<file path="src/rtl/iccm_pkg.sv">
// Shared ICCM fetch types: default widths and the {data, pc} entry handed to decode.
package iccm_pkg;

  localparam int ICCM_ADDR_WIDTH = 11;
  localparam int ICCM_DATA_WIDTH = 32;

  typedef struct packed {
    logic [ICCM_DATA_WIDTH-1:0] data;
    logic [ICCM_ADDR_WIDTH-1:0] pc;
  } fetch_entry_t;

endpackage

</file>
<file path="src/rtl/iccm_fetch_if.sv">
// Fetch-unit bus: read port toward the ICCM controller plus the decode handshake.
interface iccm_fetch_if
  import iccm_pkg::*;
#(
  parameter int ADDR_WIDTH = ICCM_ADDR_WIDTH,
  parameter int DATA_WIDTH = ICCM_DATA_WIDTH
) ();

  logic                  cntlr_rd;
  logic [ADDR_WIDTH-1:0] cntlr_raddr;
  logic [DATA_WIDTH-1:0] cntlr_rd_data;
  logic                  cntlr_rd_valid;
  logic                  instr_valid;
  logic [DATA_WIDTH-1:0] instr_data;
  logic [ADDR_WIDTH-1:0] instr_pc;
  logic                  instr_ready;

  modport master (
    output cntlr_rd, cntlr_raddr,
    input  cntlr_rd_data, cntlr_rd_valid,
    output instr_valid, instr_data, instr_pc,
    input  instr_ready
  );

  modport slave (
    input  cntlr_rd, cntlr_raddr,
    output cntlr_rd_data, cntlr_rd_valid,
    input  instr_valid, instr_data, instr_pc,
    output instr_ready
  );

endinterface

</file>
<file path="src/rtl/iccm_fetch_fifo.sv">
// Prefetch FIFO: DEPTH entries, flush wins over push/pop, head is the oldest entry.
module iccm_fetch_fifo
  import iccm_pkg::*;
#(
  parameter type entry_t = fetch_entry_t,
  parameter int  DEPTH   = 4,
  localparam int CW      = $clog2(DEPTH) + 1
) (
  input  logic          clk,
  input  logic          rst_n,
  input  logic          push,
  input  logic          pop,
  input  logic          flush,
  input  entry_t        wdata,
  output entry_t        head,
  output logic [CW-1:0] count,
  output logic          empty
);

  localparam int PW = $clog2(DEPTH);

  entry_t          mem_q [DEPTH];
  entry_t          mem_d [DEPTH];
  logic [PW-1:0]   wr_ptr_q, wr_ptr_d;
  logic [PW-1:0]   rd_ptr_q, rd_ptr_d;
  logic [CW-1:0]   count_q, count_d;

  always_comb begin
    mem_d    = mem_q;
    wr_ptr_d = wr_ptr_q;
    rd_ptr_d = rd_ptr_q;
    count_d  = count_q;
    if (flush) begin
      wr_ptr_d = '0;
      rd_ptr_d = '0;
      count_d  = '0;
    end else begin
      if (push) begin
        mem_d[wr_ptr_q] = wdata;
        wr_ptr_d        = wr_ptr_q + PW'(1);
      end
      if (pop) rd_ptr_d = rd_ptr_q + PW'(1);
      count_d = count_q + CW'(push) - CW'(pop);
    end
  end

  // Storage is reset too so the head reads as zero straight out of reset.
  always_ff @(posedge clk or negedge rst_n) begin
    if (!rst_n) begin
      for (int i = 0; i < DEPTH; i++) mem_q[i] <= '0;
      wr_ptr_q <= '0;
      rd_ptr_q <= '0;
      count_q  <= '0;
    end else begin
      mem_q    <= mem_d;
      wr_ptr_q <= wr_ptr_d;
      rd_ptr_q <= rd_ptr_d;
      count_q  <= count_d;
    end
  end

  assign head  = mem_q[rd_ptr_q];
  assign count = count_q;
  assign empty = (count_q == '0);

endmodule

</file>
<file path="src/rtl/iccm_fetch_unit.sv">
// ICCM instruction fetch: issues word reads, replays dropped ones, buffers returns for decode.
module iccm_fetch_unit
  import iccm_pkg::*;
#(
  parameter int          ADDR_WIDTH = ICCM_ADDR_WIDTH,
  parameter int          DATA_WIDTH = ICCM_DATA_WIDTH,
  parameter int          DEPTH      = 4,
  parameter int unsigned RESET_PC   = 0
) (
  input  logic                  clk,
  input  logic                  rst_n,
  input  logic                  fetch_en,
  input  logic                  redirect_valid,
  input  logic [ADDR_WIDTH-1:0] redirect_addr,
  iccm_fetch_if.master          bus
);

  localparam int CW = $clog2(DEPTH) + 1;

  typedef struct packed {
    logic [DATA_WIDTH-1:0] data;
    logic [ADDR_WIDTH-1:0] pc;
  } entry_t;

  logic [ADDR_WIDTH-1:0] issue_pc_q, issue_pc_d;
  logic [ADDR_WIDTH-1:0] inflight_addr_q, inflight_addr_d;
  logic                  inflight_q, inflight_d;

  logic          drop, push, pop, issue, instr_valid, empty;
  logic [CW:0]   occupancy;
  logic [CW-1:0] count;
  entry_t        head, wdata;

  always_comb begin
    // A missing return in the response cycle means a write won arbitration.
    drop        = inflight_q & ~bus.cntlr_rd_valid;
    push        = inflight_q & bus.cntlr_rd_valid & ~redirect_valid;
    occupancy   = {1'b0, count} + {{CW{1'b0}}, inflight_q};
    // rst_n term keeps the request low while reset is held.
    issue       = rst_n & fetch_en & ~redirect_valid & ~drop &
                  (occupancy < (CW+1)'(DEPTH));
    instr_valid = ~empty & ~redirect_valid;
    pop         = instr_valid & bus.instr_ready;
    wdata       = '{data: bus.cntlr_rd_data, pc: inflight_addr_q};

    issue_pc_d      = issue_pc_q;
    inflight_addr_d = inflight_addr_q;
    inflight_d      = 1'b0;
    if (redirect_valid) begin
      issue_pc_d = redirect_addr;
    end else if (drop) begin
      issue_pc_d = inflight_addr_q;
    end else if (issue) begin
      inflight_d      = 1'b1;
      inflight_addr_d = issue_pc_q;
      issue_pc_d      = issue_pc_q + ADDR_WIDTH'(1);
    end
  end

  always_ff @(posedge clk or negedge rst_n) begin
    if (!rst_n) begin
      issue_pc_q      <= ADDR_WIDTH'(RESET_PC);
      inflight_addr_q <= '0;
      inflight_q      <= 1'b0;
    end else begin
      issue_pc_q      <= issue_pc_d;
      inflight_addr_q <= inflight_addr_d;
      inflight_q      <= inflight_d;
    end
  end

  iccm_fetch_fifo #(
    .entry_t (entry_t),
    .DEPTH   (DEPTH)
  ) u_fifo (
    .clk   (clk),
    .rst_n (rst_n),
    .push  (push),
    .pop   (pop),
    .flush (redirect_valid),
    .wdata (wdata),
    .head  (head),
    .count (count),
    .empty (empty)
  );

  assign bus.cntlr_rd    = issue;
  assign bus.cntlr_raddr = issue ? issue_pc_q : '0;
  assign bus.instr_valid = instr_valid;
  assign bus.instr_data  = head.data;
  assign bus.instr_pc    = head.pc;

endmodule

</file>
<file path="src/flat_wrapper.sv">
// flat-port wrapper written by rule: the top's interface ports become plain ports
module iccm_fetch_unit_flat import iccm_pkg::*;
#(
  parameter int          ADDR_WIDTH = ICCM_ADDR_WIDTH,
  parameter int          DATA_WIDTH = ICCM_DATA_WIDTH,
  parameter int          DEPTH      = 4,
  parameter int unsigned RESET_PC   = 0
)
  (clk, rst_n, fetch_en, redirect_valid, redirect_addr, bus_cntlr_rd, bus_cntlr_raddr, bus_cntlr_rd_data, bus_cntlr_rd_valid, bus_instr_valid, bus_instr_data, bus_instr_pc, bus_instr_ready);
  iccm_fetch_if #(.ADDR_WIDTH(ADDR_WIDTH), .DATA_WIDTH(DATA_WIDTH)) bus_i ();
  input  logic clk;
  input  logic rst_n;
  input  logic fetch_en;
  input  logic redirect_valid;
  input  logic [ADDR_WIDTH-1:0] redirect_addr;
  output wire logic [$bits(bus_i.cntlr_rd)-1:0] bus_cntlr_rd;
  output wire logic [$bits(bus_i.cntlr_raddr)-1:0] bus_cntlr_raddr;
  input wire logic [$bits(bus_i.cntlr_rd_data)-1:0] bus_cntlr_rd_data;
  input wire logic [$bits(bus_i.cntlr_rd_valid)-1:0] bus_cntlr_rd_valid;
  output wire logic [$bits(bus_i.instr_valid)-1:0] bus_instr_valid;
  output wire logic [$bits(bus_i.instr_data)-1:0] bus_instr_data;
  output wire logic [$bits(bus_i.instr_pc)-1:0] bus_instr_pc;
  input wire logic [$bits(bus_i.instr_ready)-1:0] bus_instr_ready;
  assign bus_cntlr_rd = bus_i.cntlr_rd;
  assign bus_cntlr_raddr = bus_i.cntlr_raddr;
  assign bus_i.cntlr_rd_data = bus_cntlr_rd_data;
  assign bus_i.cntlr_rd_valid = bus_cntlr_rd_valid;
  assign bus_instr_valid = bus_i.instr_valid;
  assign bus_instr_data = bus_i.instr_data;
  assign bus_instr_pc = bus_i.instr_pc;
  assign bus_i.instr_ready = bus_instr_ready;
  iccm_fetch_unit #(.ADDR_WIDTH(ADDR_WIDTH), .DATA_WIDTH(DATA_WIDTH), .DEPTH(DEPTH), .RESET_PC(RESET_PC)) u_core (.clk(clk), .rst_n(rst_n), .fetch_en(fetch_en), .redirect_valid(redirect_valid), .redirect_addr(redirect_addr), .bus(bus_i));
endmodule
</file>
<file path="config.mk">
export PLATFORM = sky130hd
export DESIGN_NAME = iccm_fetch_unit_flat
export DESIGN_NICKNAME = d
export VERILOG_FILES = /design/src/rtl/iccm_pkg.sv /design/src/rtl/iccm_fetch_if.sv /design/src/rtl/iccm_fetch_fifo.sv /design/src/rtl/iccm_fetch_unit.sv /design/src/flat_wrapper.sv
export SDC_FILE = /design/constraint.sdc
export NUM_CORES = 1
export LEC_CHECK = 0
export CAP_MARGIN = 15
export CORE_MARGIN = 1
export CORE_UTILIZATION = 55
export DETAILED_ROUTE_END_ITERATION = 16
export DONT_BUFFER_PORTS = 1
export GPL_TIMING_DRIVEN = 0
export PLACE_DENSITY_LB_ADDON = 0.3
export SLEW_MARGIN = 20
export SYNTH_ARGS = -nofsm -noshare
export SYNTH_HDL_FRONTEND = slang
export SYNTH_HIERARCHICAL = 1
export SYNTH_SLANG_ARGS = --single-unit
</file>
<file path="constraint.sdc">
create_clock -name clk -period 2.3 [get_ports clk]
set_input_delay 0.345 -clock clk [delete_from_list [all_inputs] [get_ports clk]]
set_output_delay 0.345 -clock clk [all_outputs]
set_load 0.01 [all_outputs]
</file>
==> reports/results.txt <==
The flow ran to the end, but the final reports show violations. The checks that failed: negative hold slack. The DRC violation total after the first TritonRoute iteration was 234.

The arrival time of the worst setup path came out at 1.89 ns. The signal on the critical path passes through buf_4, nand3_2, nand4b_4, nor3_4, buf_6. The logs give 9460 µm² for the post-synthesis cell area and 1 for the number of H-tree levels. A synthesized cell averages 16.0 µm².

The ratio of cells with drive above 1 in the final layout was 0.455; the number of CTS-inserted buffers was 23. The run gives 649 as the number of nets in the synthesized netlist. The worst setup slack before clock tree synthesis was -0.286 ns.

The fraction of post-synthesis cell area in the top cell type by area was 0.534; the count of clock tree sinks was 202. TritonCTS built the clock tree. The worst setup path is captured at an output pin. For the number of inserted filler cells in the final layout, the log shows 1186. The multi-input combinational cells in the finished layout cover a total of 4090 µm². The tools report the total vias in the final route as 5247. The number of global-route vias before repair came out at 5823.

Counting along the longest clock path gives a buffer depth of 3. IR analysis of the VDD net gives a maximum drop of 0.672 mV. The tools report the area taken by flip-flops and latches as 5060 µm². Library cell contributing the largest single delay on the critical path: dfrtp_2. The post-detailed-route DRC marker count is 0. The run gives 0 as the number of endpoints failing setup at the final stage. The horizontal die dimension is 133 µm. In the synthesized netlist the dominant register cell turns out to be dfrtp_1. The wire length per cell after detailed routing is 22.2 µm, and the final count of hold timing violations is 202. Entering global routing, the biggest net connects 205 pins.

The run gives 32.7 mm as the first-pass GRT wire length. The count of buffers added on input and output ports is 0. The critical path in this run is classified as register to output pin. The synthesized netlist contains 49 unique library cells. The core region is 16700 µm².

After detailed routing, the number of vias per cell comes to 5.87. The count of antenna-violating nets left after detailed routing came out at 0. The logs give 9.28 mW for the sum of internal, switching and leakage power and 47 for the number of cell rows. The maximum fanout along the worst path works out to 10. After the last flow step, the layout net total stands at 720. Routability-driven placement finished with a final weighted congestion of 0.860. The power density over the cells works out to 849 nW/µm². Yosys mapped a number of flops with a built-in enable equal to 0. Counting I/O delays and the setup requirement, the final critical path takes 2.23 ns. The cell sitting at the root of the clock tree is a clkbuf_16. The startpoint type of the worst setup path is a register. The die is 133 µm tall. After clock tree synthesis, the clock-pin slew on the worst setup and hold paths is 0.06 ns.

The post-route clock period utilization was 0.970; the area growth from synthesis to layout was 15.6%. The tools report the leakage power figure as 5.43 nW. The headroom to the max-slew limit was 0.682; the initial cell density of the core was 0.566. The count of mapped cells out of synthesis was 592. The latest clock arrival within the worst-skew pair is 0.49 ns, and the total overflow reported by the global router is 0. The logs give 0 for the number of antenna violations at the first check in global routing and 17700 µm² for the die outline area. The worst hold path belongs to the class input pin to async pin. Yosys printed 6 warnings. Setup repair after global routing could not meet its margin everywhere.

Summed over all layers, the routed wires come to 19.8 mm. The number of buffers and inverters on the critical path works out to 2. Counting flops and latches in the post-synthesis netlist gives 202. For the pin with the worst max-slew slack, the measured transition is 0.477 ns. On the final layout, the worst clock skew is 0.00608 ns. The share of synthesized registers carrying an async set or reset works out to 1.00.

The cell family contributing the most delay on the critical path is simple AND/OR/NAND/NOR gates. The max-cap check violation count is 0, and the internal reg-to-reg setup slack is 0.11 ns. Once detailed placement completed, the half-perimeter wirelength came to 12.8 mm.

The slack of the critical path was 0.0687 ns. For this run, the slowest stage of the critical path takes 0.44 ns. 105 I/O pins were placed. The cell type with the highest aggregate area in the netlist was dfrtp_1.

At the worst endpoint, the required time is 1.96 ns. Sorting the synthesized cells by area gives the leading types as dfrtp_1, mux2_2, mux4_2. The share of synthesized area occupied by flip-flops and latches is 0.534, and the total iterations of the first detailed-routing run is 5. The post-route worst hold slack is -0.457 ns, and the count of antenna diodes in the layout is 0. The logs give 0.238 for the global-route usage over all layers and 448 MHz for the maximum clock frequency. The max-slew violation count was 0.
-- report_power, final --
part           internal [mW]  switching, mW
clock network           2.11           1.35
logic                  0.899          0.637
registers               3.92          0.363
total                   6.93           2.35
-- cells in the final DEF (no fill, tap or decap), types with 10 or more instances in the layout --
cell / instances
clkbuf_16: 23
buf_2: 12
dlygate4sd3_1: 40
mux2_1: 10
mux4_2: 43
nor2_1: 13
and3_1: 12
nand2_1: 12
dfrtp_1: 201
buf_6: 18
a21oi_1: 11
mux2_2: 132
mux2_4: 40
-- per-stage QoR --
step                      TNS (ns)  instance area (µm²)  instances   util  hold WS [ns]
final                            0                10900        894  0.654        -0.457
after global routing       -0.0585                10900        894  0.654        -0.469
after CTS                        0                10800        885  0.649        -0.471
after detailed placement    -0.473                 9730        812  0.583        0.0553
after global placement      -0.357                 9730        812  0.583        0.0560
after floorplan                  0                 9460        592      -        0.0494
-- cell type report --
| cell class | count | share of cell area |
|---|---|---|
| repair buffers | 47 | 0.0414 |
| multi-input cells | 344 | 0.374 |
| clock buffers | 32 | 0.0612 |
| well taps | 220 | 0.0252 |
| clock inverters | 4 | 0.00412 |
| plain buffers | 36 | 0.0283 |
| inverters | 9 | 0.00309 |
| flip-flops and latches | 202 | 0.463 |
-- registers in the layout, summed over array words and instances, names as in the netlist --
name,cells
u_core/u_fifo/wr_ptr_q,2
u_core/inflight_addr_q,11
u_core/u_fifo/mem_q,172
u_core/issue_pc_q,11
u_core/inflight_q,1
u_core/u_fifo/rd_ptr_q,2
u_core/u_fifo/count,3
-- what timing repair did --
item / 4_1_cts / 5_1_grt
hold buffers: 38 / 2
buffers inserted: 0 / 7
endpoints found under the hold margin: 322 / 204
resized for setup: 3 / 8
pin swaps: 0 / 2
setup endpoints to repair: 11 / 15
-- layer usage --
layer	vias up	GRT usage	share of wire
met5	-	0	0
met2	127	0.394	0.50
met3	25	0.0468	0.053
met4	0	0.0537	0.021
met1	2778	0.327	0.43
li1	2317	-	-
-- synthesized netlist by cell type, types with 3 or more instances --
library cell and instances:
dfrtp_1 202, mux2_2 132, mux4_2 43, mux2_4 40, buf_6 18, nor2_1 14
and3_1 13, buf_2 13, nand2_1 12, a21oi_1 11, mux2_1 10, inv_1 9
ha_1 7, nor3_1 6, nand3_1 5, nand3b_4 4, nor3b_1 4, xnor2_1 4
xor2_1 4, buf_4 3, mux2i_1 3, nand4_1 3
-- cells by family after synthesis --
family / count (synthesis) / share of synthesized area
compound gates: 27 / 0.0208
buf+inv: 46 / 0.0356
simple gates: 72 / 0.0499
fa+ha+maj: 8 / 0.0114
flops: 202 / 0.534
mux: 228 / 0.338
xor+xnor: 9 / 0.00979
-- final timing paths --
check,startpoint,to,cells past startpoint
setup / recovery,u_core/u_fifo/count[1]$_DFF_PN0_,bus_cntlr_rd,5
hold / removal,rst_n,u_core/u_fifo/mem_q[147]$_DFFE_PN0P_,0
setup reg to reg,u_core/u_fifo/count[1]$_DFF_PN0_,u_core/u_fifo/count[2]$_DFF_PN0_,10
hold reg to reg,u_core/u_fifo/mem_q[6]$_DFFE_PN0P_,u_core/u_fifo/mem_q[6]$_DFFE_PN0P_,1
max in group asynchronous,rst_n,u_core/inflight_addr_q[5]$_DFFE_PN0P_,0
min in group clk,bus_cntlr_rd_data[20],u_core/u_fifo/mem_q[160]$_DFFE_PN0P_,1
Note: power is estimated with default switching activity, not from simulation.
